--- src/rtl/trig_pkg.sv ---
//----------------------------------------------------------------------------
// Module  : trig_pkg
// Brief   : Shared widths, opcode and FSM encodings for the trig scheduler.
// Rev     : 1.0
//----------------------------------------------------------------------------
`default_nettype none

package trig_pkg;

    localparam int ANGLE_W  = 12;
    localparam int RESULT_W = 16;
    localparam logic [ANGLE_W-1:0] ANGLE_90 = 12'd1024;

    localparam logic [1:0] OP_COS  = 2'b00;
    localparam logic [1:0] OP_SIN  = 2'b01;
    localparam logic [1:0] OP_CEXP = 2'b10;

    typedef enum logic {
        ST_IDLE   = 1'b0,
        ST_SECOND = 1'b1
    } state_e;

    // sin(a) = cos(90deg - a); 12-bit wrap gives the modulo-4096 result.
    function automatic logic [ANGLE_W-1:0] sin_angle(input logic [ANGLE_W-1:0] a);
        return ANGLE_90 - a;
    endfunction

endpackage

`default_nettype wire

--- src/rtl/rr_arbiter.sv ---
//----------------------------------------------------------------------------
// Module  : rr_arbiter
// Brief   : Round-robin pick searching upward from ptr with wrap.
// Rev     : 1.0
//----------------------------------------------------------------------------
`default_nettype none

module rr_arbiter #(
    parameter int NREQ = 2,
    parameter int IDW  = 3
) (
    input  logic [NREQ-1:0] req,
    input  logic [IDW-1:0]  ptr,
    input  logic            en,
    output logic [NREQ-1:0] gnt,
    output logic [IDW-1:0]  idx,
    output logic            found
);

    localparam int PW = (NREQ > 1) ? $clog2(NREQ) : 1;

    logic [PW-1:0] cand;

    always_comb begin
        gnt   = '0;
        idx   = '0;
        found = 1'b0;
        cand  = '0;
        if (en) begin
            for (int i = 0; i < NREQ; i++) begin
                cand = PW'((int'(ptr) + i) % NREQ);
                if (!found && req[cand]) begin
                    found     = 1'b1;
                    gnt[cand] = 1'b1;
                    idx       = IDW'(cand);
                end
            end
        end
    end

endmodule

`default_nettype wire

--- src/rtl/trig_sched.sv ---
//----------------------------------------------------------------------------
// Module  : trig_sched
// Brief   : Round-robin scheduler sharing one cos lookup among NREQ users.
// Rev     : 1.0
//----------------------------------------------------------------------------
`default_nettype none

module trig_sched
    import trig_pkg::*;
#(
    parameter int NREQ = 2,
    parameter int IDW  = 3
) (
    input  logic                     clk,
    input  logic                     rst,
    input  logic [NREQ-1:0]          req,
    input  logic [2*NREQ-1:0]        req_op,
    input  logic [ANGLE_W*NREQ-1:0]  req_angle,
    output logic [NREQ-1:0]          gnt,
    output logic [ANGLE_W-1:0]       cm_angle,
    input  logic [RESULT_W-1:0]      cm_result,
    output logic                     rsp_valid,
    input  logic                     rsp_ready,
    output logic [RESULT_W-1:0]      rsp_data,
    output logic [IDW-1:0]           rsp_id,
    output logic                     rsp_sin,
    output logic                     rsp_last
);

    state_e               state_q, state_d;
    logic                 adv;
    logic                 accept;
    logic [IDW-1:0]       rr_ptr;
    logic [IDW-1:0]       grant_idx;
    logic                 found;
    logic [1:0]           sel_op;
    logic [ANGLE_W-1:0]   sel_angle;
    logic [ANGLE_W-1:0]   lat_angle;
    logic [IDW-1:0]       lat_id;
    logic                 s1_valid;
    logic [IDW-1:0]       s1_id;
    logic                 s1_sin;
    logic                 s1_last;

    assign adv    = !rsp_valid | rsp_ready;
    assign accept = |(req & gnt);

    rr_arbiter #(.NREQ(NREQ), .IDW(IDW)) u_arb (
        .req   (req),
        .ptr   (rr_ptr),
        .en    (adv && (state_q == ST_IDLE)),
        .gnt   (gnt),
        .idx   (grant_idx),
        .found (found)
    );

    // Operand mux keyed only by the arbiter index, so gnt never sees op/angle.
    always_comb begin
        sel_op    = OP_COS;
        sel_angle = '0;
        for (int n = 0; n < NREQ; n++) begin
            if (int'(grant_idx) == n) begin
                sel_op    = req_op[2*n +: 2];
                sel_angle = req_angle[ANGLE_W*n +: ANGLE_W];
            end
        end
    end

    always_comb begin
        state_d = state_q;
        case (state_q)
            ST_IDLE:   if (accept && sel_op == OP_CEXP) state_d = ST_SECOND;
            ST_SECOND: if (adv) state_d = ST_IDLE;
            default:   state_d = ST_IDLE;
        endcase
    end

    always_ff @(posedge clk) begin
        if (rst) state_q <= ST_IDLE;
        else     state_q <= state_d;
    end

    always_ff @(posedge clk) begin
        if (rst) begin
            rr_ptr    <= '0;
            cm_angle  <= '0;
            lat_angle <= '0;
            lat_id    <= '0;
            s1_valid  <= 1'b0;
            s1_id     <= '0;
            s1_sin    <= 1'b0;
            s1_last   <= 1'b0;
            rsp_valid <= 1'b0;
            rsp_data  <= '0;
            rsp_id    <= '0;
            rsp_sin   <= 1'b0;
            rsp_last  <= 1'b0;
        end else if (adv) begin
            if (state_q == ST_SECOND) begin
                cm_angle <= sin_angle(lat_angle);
                s1_valid <= 1'b1;
                s1_id    <= lat_id;
                s1_sin   <= 1'b1;
                s1_last  <= 1'b1;
            end else if (accept) begin
                rr_ptr   <= (int'(grant_idx) == NREQ-1) ? '0 : grant_idx + IDW'(1);
                s1_valid <= 1'b1;
                s1_id    <= grant_idx;
                if (sel_op == OP_SIN) begin
                    cm_angle <= sin_angle(sel_angle);
                    s1_sin   <= 1'b1;
                    s1_last  <= 1'b1;
                end else begin
                    // cexp issues its cos half now and the sin half from SECOND.
                    cm_angle  <= sel_angle;
                    s1_sin    <= 1'b0;
                    s1_last   <= (sel_op != OP_CEXP);
                    lat_angle <= sel_angle;
                    lat_id    <= grant_idx;
                end
            end else begin
                s1_valid <= 1'b0;
            end
            rsp_valid <= s1_valid;
            rsp_data  <= cm_result;
            rsp_id    <= s1_id;
            rsp_sin   <= s1_sin;
            rsp_last  <= s1_last;
        end
    end

endmodule

`default_nettype wire

--- config.mk ---
export PLATFORM = sky130hd
export DESIGN_NAME = trig_sched
export DESIGN_NICKNAME = d
export VERILOG_FILES = /design/src/rtl/trig_pkg.sv /design/src/rtl/rr_arbiter.sv /design/src/rtl/trig_sched.sv
export SDC_FILE = /design/constraint.sdc
export NUM_CORES = 1
export LEC_CHECK = 0
export CAP_MARGIN = 10
export CORE_UTILIZATION = 28
export CTS_CLUSTER_DIAMETER = 120
export DETAILED_ROUTE_END_ITERATION = 8
export PLACE_DENSITY = 0.58
export SYNTH_ARGS = -nofsm -noshare
export SYNTH_HDL_FRONTEND = slang
export SYNTH_HIERARCHICAL = 1
export SYNTH_SLANG_ARGS = --single-unit
--- constraint.sdc ---
create_clock -name clk -period 4 [get_ports clk]
set_input_delay 1.2 -clock clk [delete_from_list [all_inputs] [get_ports clk]]
set_output_delay 1.2 -clock clk [all_outputs]
set_load 0.05 [all_outputs]
==> summary.txt, run 1 <==
Status - completed
Clock skew - 0.009237 ns
Reported leakage power - 1.624 nW
Logic gate share of total power - 27.6%
FILL cells - 1,085
Part of the power in registers - 40.6%
NetSw - 0.5182 mW
Initial Util - 28.80%
Setup violators final - 0
Final Hold Viols - 0
Die area - 0.01103 mm^2
First-pass GRT wire length - 15.26 mm
Reg2Reg Setup Slack - 1.23 ns
CTS root buffer - clkbuf_8
Peak VDD IR - 0.0001827 V
Placer Congestion - 0.8285
Fin crit period - 3.713 ns
Crit path kind - in -> reg
Fin. max-slew vios - 0
TritonCTS clock tree - yes
Area post-placement - 0.004086 mm^2
Crit path from - rsp_ready
R2R cell count - 11
CP Launch Type - primary input
Initial antenna violation count - 0
Sw frac - 33.57%
Maxcap violations - 0
Crit path max-delay cell type - or4_1
DP Cell Count - 613
Overflow after GRT - 0
Cts repair resizes - 0
Req. time, crit path - 4.26 ns
Slew headroom - 65.17%
Setup_tns - 0 ns
Slew @ Worst Pin - 0.5208 ns
# port buffers - 84
Share of cells above drive strength 1 - 12.37%
Synthesized area - 0.002973 mm^2
Drt wl/cell - 14.64 um
CTS buffer count - 9
I/O pin cnt - 85
CP endpoint - cm_angle[10]
Core Area - 0.01032 mm^2
Antenna cells - 0
Synthesized area per cell - 7.662 um^2
Final instance area - 0.004267 mm^2
Layout area overhead - 43.52%
Reg clk slew, reported paths - 0.07 ns
Hold-fix buffers at CTS - 0
Hold path cells - 2
Clock Sinks - 57
NumNets Final - 539
Clock share of power - 31.8%
Min-Delay Path Class - reg -> reg
Largest net degree at the start of global routing - 38
RSZ-0062 raised after global routing - no
Worst-Skew Late Latency - 0.33 ns
Bufs on Longest Clock Path - 2
First-pass detailed-route iteration total - 4
Worst setup EP type - flop
Die width - 105.0 um
Die Y - 105.0 um
Row count - 37
Crit-path max FO - 4
Reg-to-Reg End - cm_angle[10]
Worst r2r src - rsp_valid
Internal power - 1.025 mW
Non-filler cells, final - 629
Tcrit/Tclk final - 92.82%
Starting DRC count in detailed routing - 193
Residual DRC - 0
Setup bufs post-CTS - 0
CP arrival - 3.97 ns
GRT Total Usage - 17.45%
Aggregate routed wire length - 9.208 mm
YS warnings - 6
Crit-path cells - clkdlybuf4s50_1 > nor2b_2 > nor2_1 > nand2_1 > a21oi_2 > mux2i_1 > nand2b_1 > ha_1 > o21ai_1 > or3_1 > or4_1 > o211ai_1
Min Hold Slack - 0.4517 ns
Cells after synthesis - 388
CP peak stage delay - 0.51 ns
Post-DP HPWL - 6.786 mm
CTS H-tree lvls - 3
Fmax achieved - 0.2693 GHz
Post-route ant nets - 0
Vias - 3,095
Vias per cell - 4.921
Pwr dens - 361.8 mW/mm^2
Vias in the first global route - 3,096
==> cell usage in the layout (no fill, tap or decap), types with 3 or more instances in the layout <==
master,count
a211oi_1,9
a21oi_1,50
a31oi_1,4
buf_4,34
clkbuf_8,10
clkdlybuf4s50_1,81
dfxtp_1,57
inv_1,8
mux2i_1,15
nand2_1,86
nand2b_1,6
nand3_1,3
nand4_1,3
nor2_1,32
nor3_1,9
nor3b_1,3
nor4_1,5
o21ai_0,9
o21ai_1,4
o31ai_1,3
or4_1,5
xnor2_1,6
xor2_1,5
==> state kept, by name (all words and copies together), names as in the netlist <==
register	cells
s1_last	1
lat_id	3
lat_angle	12
rsp_data	16
cm_angle	12
rsp_sin	1
rsp_last	1
rr_ptr	1
s1_id	3
state_q	1
rsp_id	3
s1_valid	1
s1_sin	1
rsp_valid	1
==> metal layers <==
layer | share of wire [%] | GRT usage, % | vias to the layer above
li1 | - | - | 1553
met2 | 46 | 29.38 | 115
met3 | 6.2 | 3.868 | 14
met1 | 46 | 22.07 | 1413
met5 | 0 | 0 | -
met4 | 2.0 | 5.533 | 0
==> layout make-up <==
type,count,area [um^2],share of cell area [%]
inverter,8,30.03,0.7038
sequential,57,1141,26.74
multi-input combinational,296,1674,39.24
clock buffer,10,137.6,3.226
clock inverter,6,42.54,0.9971
tap,136,170.2,3.988
timing repair buffer,116,1071,25.10
==> critical path: cells and delay by family <==
kind,cells,cell delay [ns]
compound gates,3,0.51
fa+ha+maj,1,0.18
buf+inv,1,0.50
mux,1,0.30
simple gates,6,1.29
==> stage by stage <==
step           worst slack (ns)  total power [mW]  util, %
6_report                 0.2872             1.544    41.33
3_3_place_gp            0.06738             1.059    39.58
4_1_cts                  0.3087             1.559    41.33
2_1_floorplan           0.03849            0.8916        -
3_5_place_dp           -0.02288             1.062    39.58
5_1_grt                 0.06461             1.627    41.33
==> power by group through the flow <==
stage / sequential, mW / combinational [mW] / clock [mW]
final: 0.626 / 0.426 / 0.491
after global routing: 0.631 / 0.459 / 0.537
after CTS: 0.626 / 0.425 / 0.508
after detailed placement: 0.640 / 0.423 / 0
after global placement: 0.638 / 0.421 / 0
after floorplan: 0.714 / 0.178 / 0
==> how the worst min path moves through the flow <==
stage,startpoint,to
2_1_floorplan,s1_sin,rsp_sin
3_3_place_gp,rsp_id[2],rsp_id[2]
3_5_place_dp,rsp_data[1],rsp_data[1]
4_1_cts,rsp_data[1],rsp_data[1]
5_1_grt,s1_id[1],rsp_id[1]
6_report,rsp_data[14],rsp_data[14]
Note: power is estimated with default switching activity, not from simulation.
==> run 2: changes to the inputs <==
--- a/config.mk
+++ b/config.mk
@@ -9,7 +9,7 @@
 export CORE_UTILIZATION = 28
 export CTS_CLUSTER_DIAMETER = 120
 export DETAILED_ROUTE_END_ITERATION = 8
-export PLACE_DENSITY = 0.58
+export PLACE_DENSITY = 0.56
 export SYNTH_ARGS = -nofsm -noshare
 export SYNTH_HDL_FRONTEND = slang
 export SYNTH_HIERARCHICAL = 1
==> constraint.sdc (replaced) <==
create_clock -name clk -period 4.65 [get_ports clk]
set_input_delay 1.395 -clock clk [delete_from_list [all_inputs] [get_ports clk]]
set_output_delay 1.395 -clock clk [all_outputs]
set_load 0.05 [all_outputs]
==> run 2 against run 1 <==
Compared with the run above:
- clock power is 8.8% lower
- wire length barely moved
- largest cell class unchanged
- sequential power down 14%
- critical path depth unchanged
- critical path type unchanged
- global-route usage about the same
- power fell by 13%
- non-clock buffer count down 19
==> summary.txt, run 2 (same netlist as run 1, synthesis figures left out) <==
CP arrival - 4.34 ns (was 3.97 ns)
Status - completed (unchanged)
CTS H-tree lvls - 3 (unchanged)
CP Launch Type - primary input (unchanged)
Sw frac - 32.51% (was 33.57%)
Clock skew - 0.01033 ns (was 0.009237 ns)
Vias - 2,996 (was 3,095)
Post-route ant nets - 0 (unchanged)
Largest net degree at the start of global routing - 38 (unchanged)
Post-DP HPWL - 6.609 mm (was 6.786 mm)
Most common cell after layout, fill and taps aside - nand2_1 (unchanged)
Residual DRC - 0 (unchanged)
Aggregate routed wire length - 9.201 mm (was 9.208 mm)
WP buf/inv - 1 (unchanged)
Tcrit/Tclk final - 87.41%
Reg with most FFs - rsp_data (unchanged)
Antenna cells - 0 (unchanged)
I/O pin cnt - 85 (unchanged)
Crit path max-delay cell type - or4_1 (unchanged)
Fmax achieved - 0.2460 GHz
Number of flip-flops under the largest register name - 16 (unchanged)
Clock Sinks - 57 (unchanged)
Setup bufs post-CTS - 0 (unchanged)
Final Hold Viols - 0 (unchanged)
CTS root buffer - clkbuf_8 (unchanged)
Maxcap violations - 0 (unchanged)
Crit path kind - in -> reg (unchanged)
Crit-path cells - clkdlybuf4s50_1 > nor2b_2 > nor2_1 > nand2_1 > a21oi_2 > mux2i_1 > nand2b_1 > ha_1 > o21ai_1 > or3_1 > or4_1 > o211ai_1 (unchanged)
NetSw - 0.4343 mW (was 0.5182 mW)
Reg clk slew, reported paths - 0.07 ns (about the same)
Worst setup EP type - flop (unchanged)
Tot Pwr - 1.336 mW (was 1.544 mW)
Reported leakage power - 1.531 nW (was 1.624 nW)
RSZ-0062 raised after global routing - no (unchanged)
Die width - 105.0 um (unchanged)
Worst-Skew Late Latency - 0.35 ns (was 0.33 ns)
# port buffers - 84 (unchanged)
Most frequent cells in the layout - nand2_1, clkdlybuf4s50_1, dfxtp_1 (unchanged)
Share of cells above drive strength 1 - 8.668% (was 12.37%)
Setup violators final - 0 (unchanged)
Setup_tns - 0 ns (unchanged)
Fin crit period - 4.065 ns
Drt wl/cell - 15.11 um (was 14.64 um)
DP Cell Count - 594 (was 613)
FILL cells - 1,050 (was 1,085)
Vias per cell - 4.920 (was 4.921)
First-pass GRT wire length - 14.84 mm (was 15.26 mm)
Logic gate share of total power - 26.1% (was 27.6%)
Cts repair resizes - 0 (unchanged)
Starting DRC count in detailed routing - 188 (was 193)
Pwr dens - 323.6 mW/mm^2 (was 361.8 mW/mm^2)
Req. time, crit path - 4.92 ns (was 4.26 ns)
Regs by FF count - rsp_data (16), cm_angle (12), lat_angle (12) (unchanged)
Non-filler cells, final - 609 (was 629)
CTS buffer count - 9 (unchanged)
Bufs on Longest Clock Path - 2 (unchanged)
Part of the power in registers - 40.4% (was 40.6%)
Slew headroom - 59.16% (was 65.17%)
Placer Congestion - 0.8628 (was 0.8285)
Min-Delay Path Class - reg -> reg (unchanged)
First-pass detailed-route iteration total - 4 (unchanged)
Overflow after GRT - 0 (unchanged)
Vias in the first global route - 2,878 (was 3,096)
Layout area overhead - 38.85% (was 43.52%)
Min Hold Slack - 0.4502 ns (was 0.4517 ns)
Internal power - 0.9015 mW (was 1.025 mW)
Hold-fix buffers at CTS - 0 (unchanged)
Slew @ Worst Pin - 0.6126 ns (was 0.5208 ns)
Die Y - 105.0 um (unchanged)
Fin. max-slew vios - 0 (unchanged)
Initial antenna violation count - 0 (unchanged)
GRT Total Usage - 17.41% (was 17.45%)
CP peak stage delay - 0.50 ns (was 0.51 ns)
Clock share of power - 33.5% (was 31.8%)
Top delay family on crit path - simple AND/OR/NAND/NOR gates (unchanged)
Initial Util - 28.80% (unchanged)
Crit-path max FO - 7 (was 4)
Die area - 0.01103 mm^2 (unchanged)
Row count - 37 (unchanged)
Peak VDD IR - 0.0001096 V (was 0.0001827 V)
TritonCTS clock tree - yes (unchanged)
NumNets Final - 520 (was 539)
Core Area - 0.01032 mm^2 (unchanged)
[run 2: final timing paths]
check | endpoint | cells after the start | slack (ns) | from
setup / recovery | cm_angle[10] | 12 | 0.59 | rsp_ready
hold / removal | rsp_data[15] | 2 | 0.45 | rsp_data[15]
setup reg to reg | cm_angle[10] | 11 | 1.59 | state_q
hold reg to reg | rsp_data[15] | 2 | 0.45 | rsp_data[15]
[run 2: stage by stage]
stage	cell area (um^2)	util [%]	worst slack (ns)
2_1_floorplan	2977	-	0.4185
3_3_place_gp	3944	38.20	0.2969
3_5_place_dp	3944	38.20	0.2175
4_1_cts	4128	39.98	0.5766
5_1_grt	4128	39.98	0.3480
6_report	4128	39.98	0.5853
[run 2: power groups by stage]
stage / Clock (mW) / Combinational [mW] / Sequential (mW)
6_report: 0.448 / 0.349 / 0.539
5_1_grt: 0.480 / 0.376 / 0.543
4_1_cts: 0.460 / 0.349 / 0.539
3_5_place_dp: 0 / 0.347 / 0.550
3_3_place_gp: 0 / 0.347 / 0.549
2_1_floorplan: 0 / 0.153 / 0.614
[run 2: area by class of cell]
| class | count | area [um^2] | area share (%) |
|---|---|---|---|
| flip-flops and latches | 57 | 1141 | 27.64 |
| repair buffers | 97 | 928.4 | 22.49 |
| inverters | 8 | 30.03 | 0.7275 |
| clock buffers | 9 | 123.9 | 3.001 |
| multi-input cells | 296 | 1674 | 40.56 |
| clock inverters | 6 | 60.06 | 1.455 |
| well taps | 136 | 170.2 | 4.122 |
[run 2: per-layer routing]
metal / global-route usage, % / wire length [um] / part of all wire, %
met1: 22.18 / 4388 / 48
met2: 28.05 / 4050 / 44
met3: 5.178 / 573 / 6.2
met4: 5.634 / 189 / 2.1
met5: 0 / 0 / 0
[run 2: tightest hold or removal path, stage by stage, from the launching register on]
cell and delay, ns:
dfxtp_1 0.31, nand2_1 0.05, a21oi_1 0.05
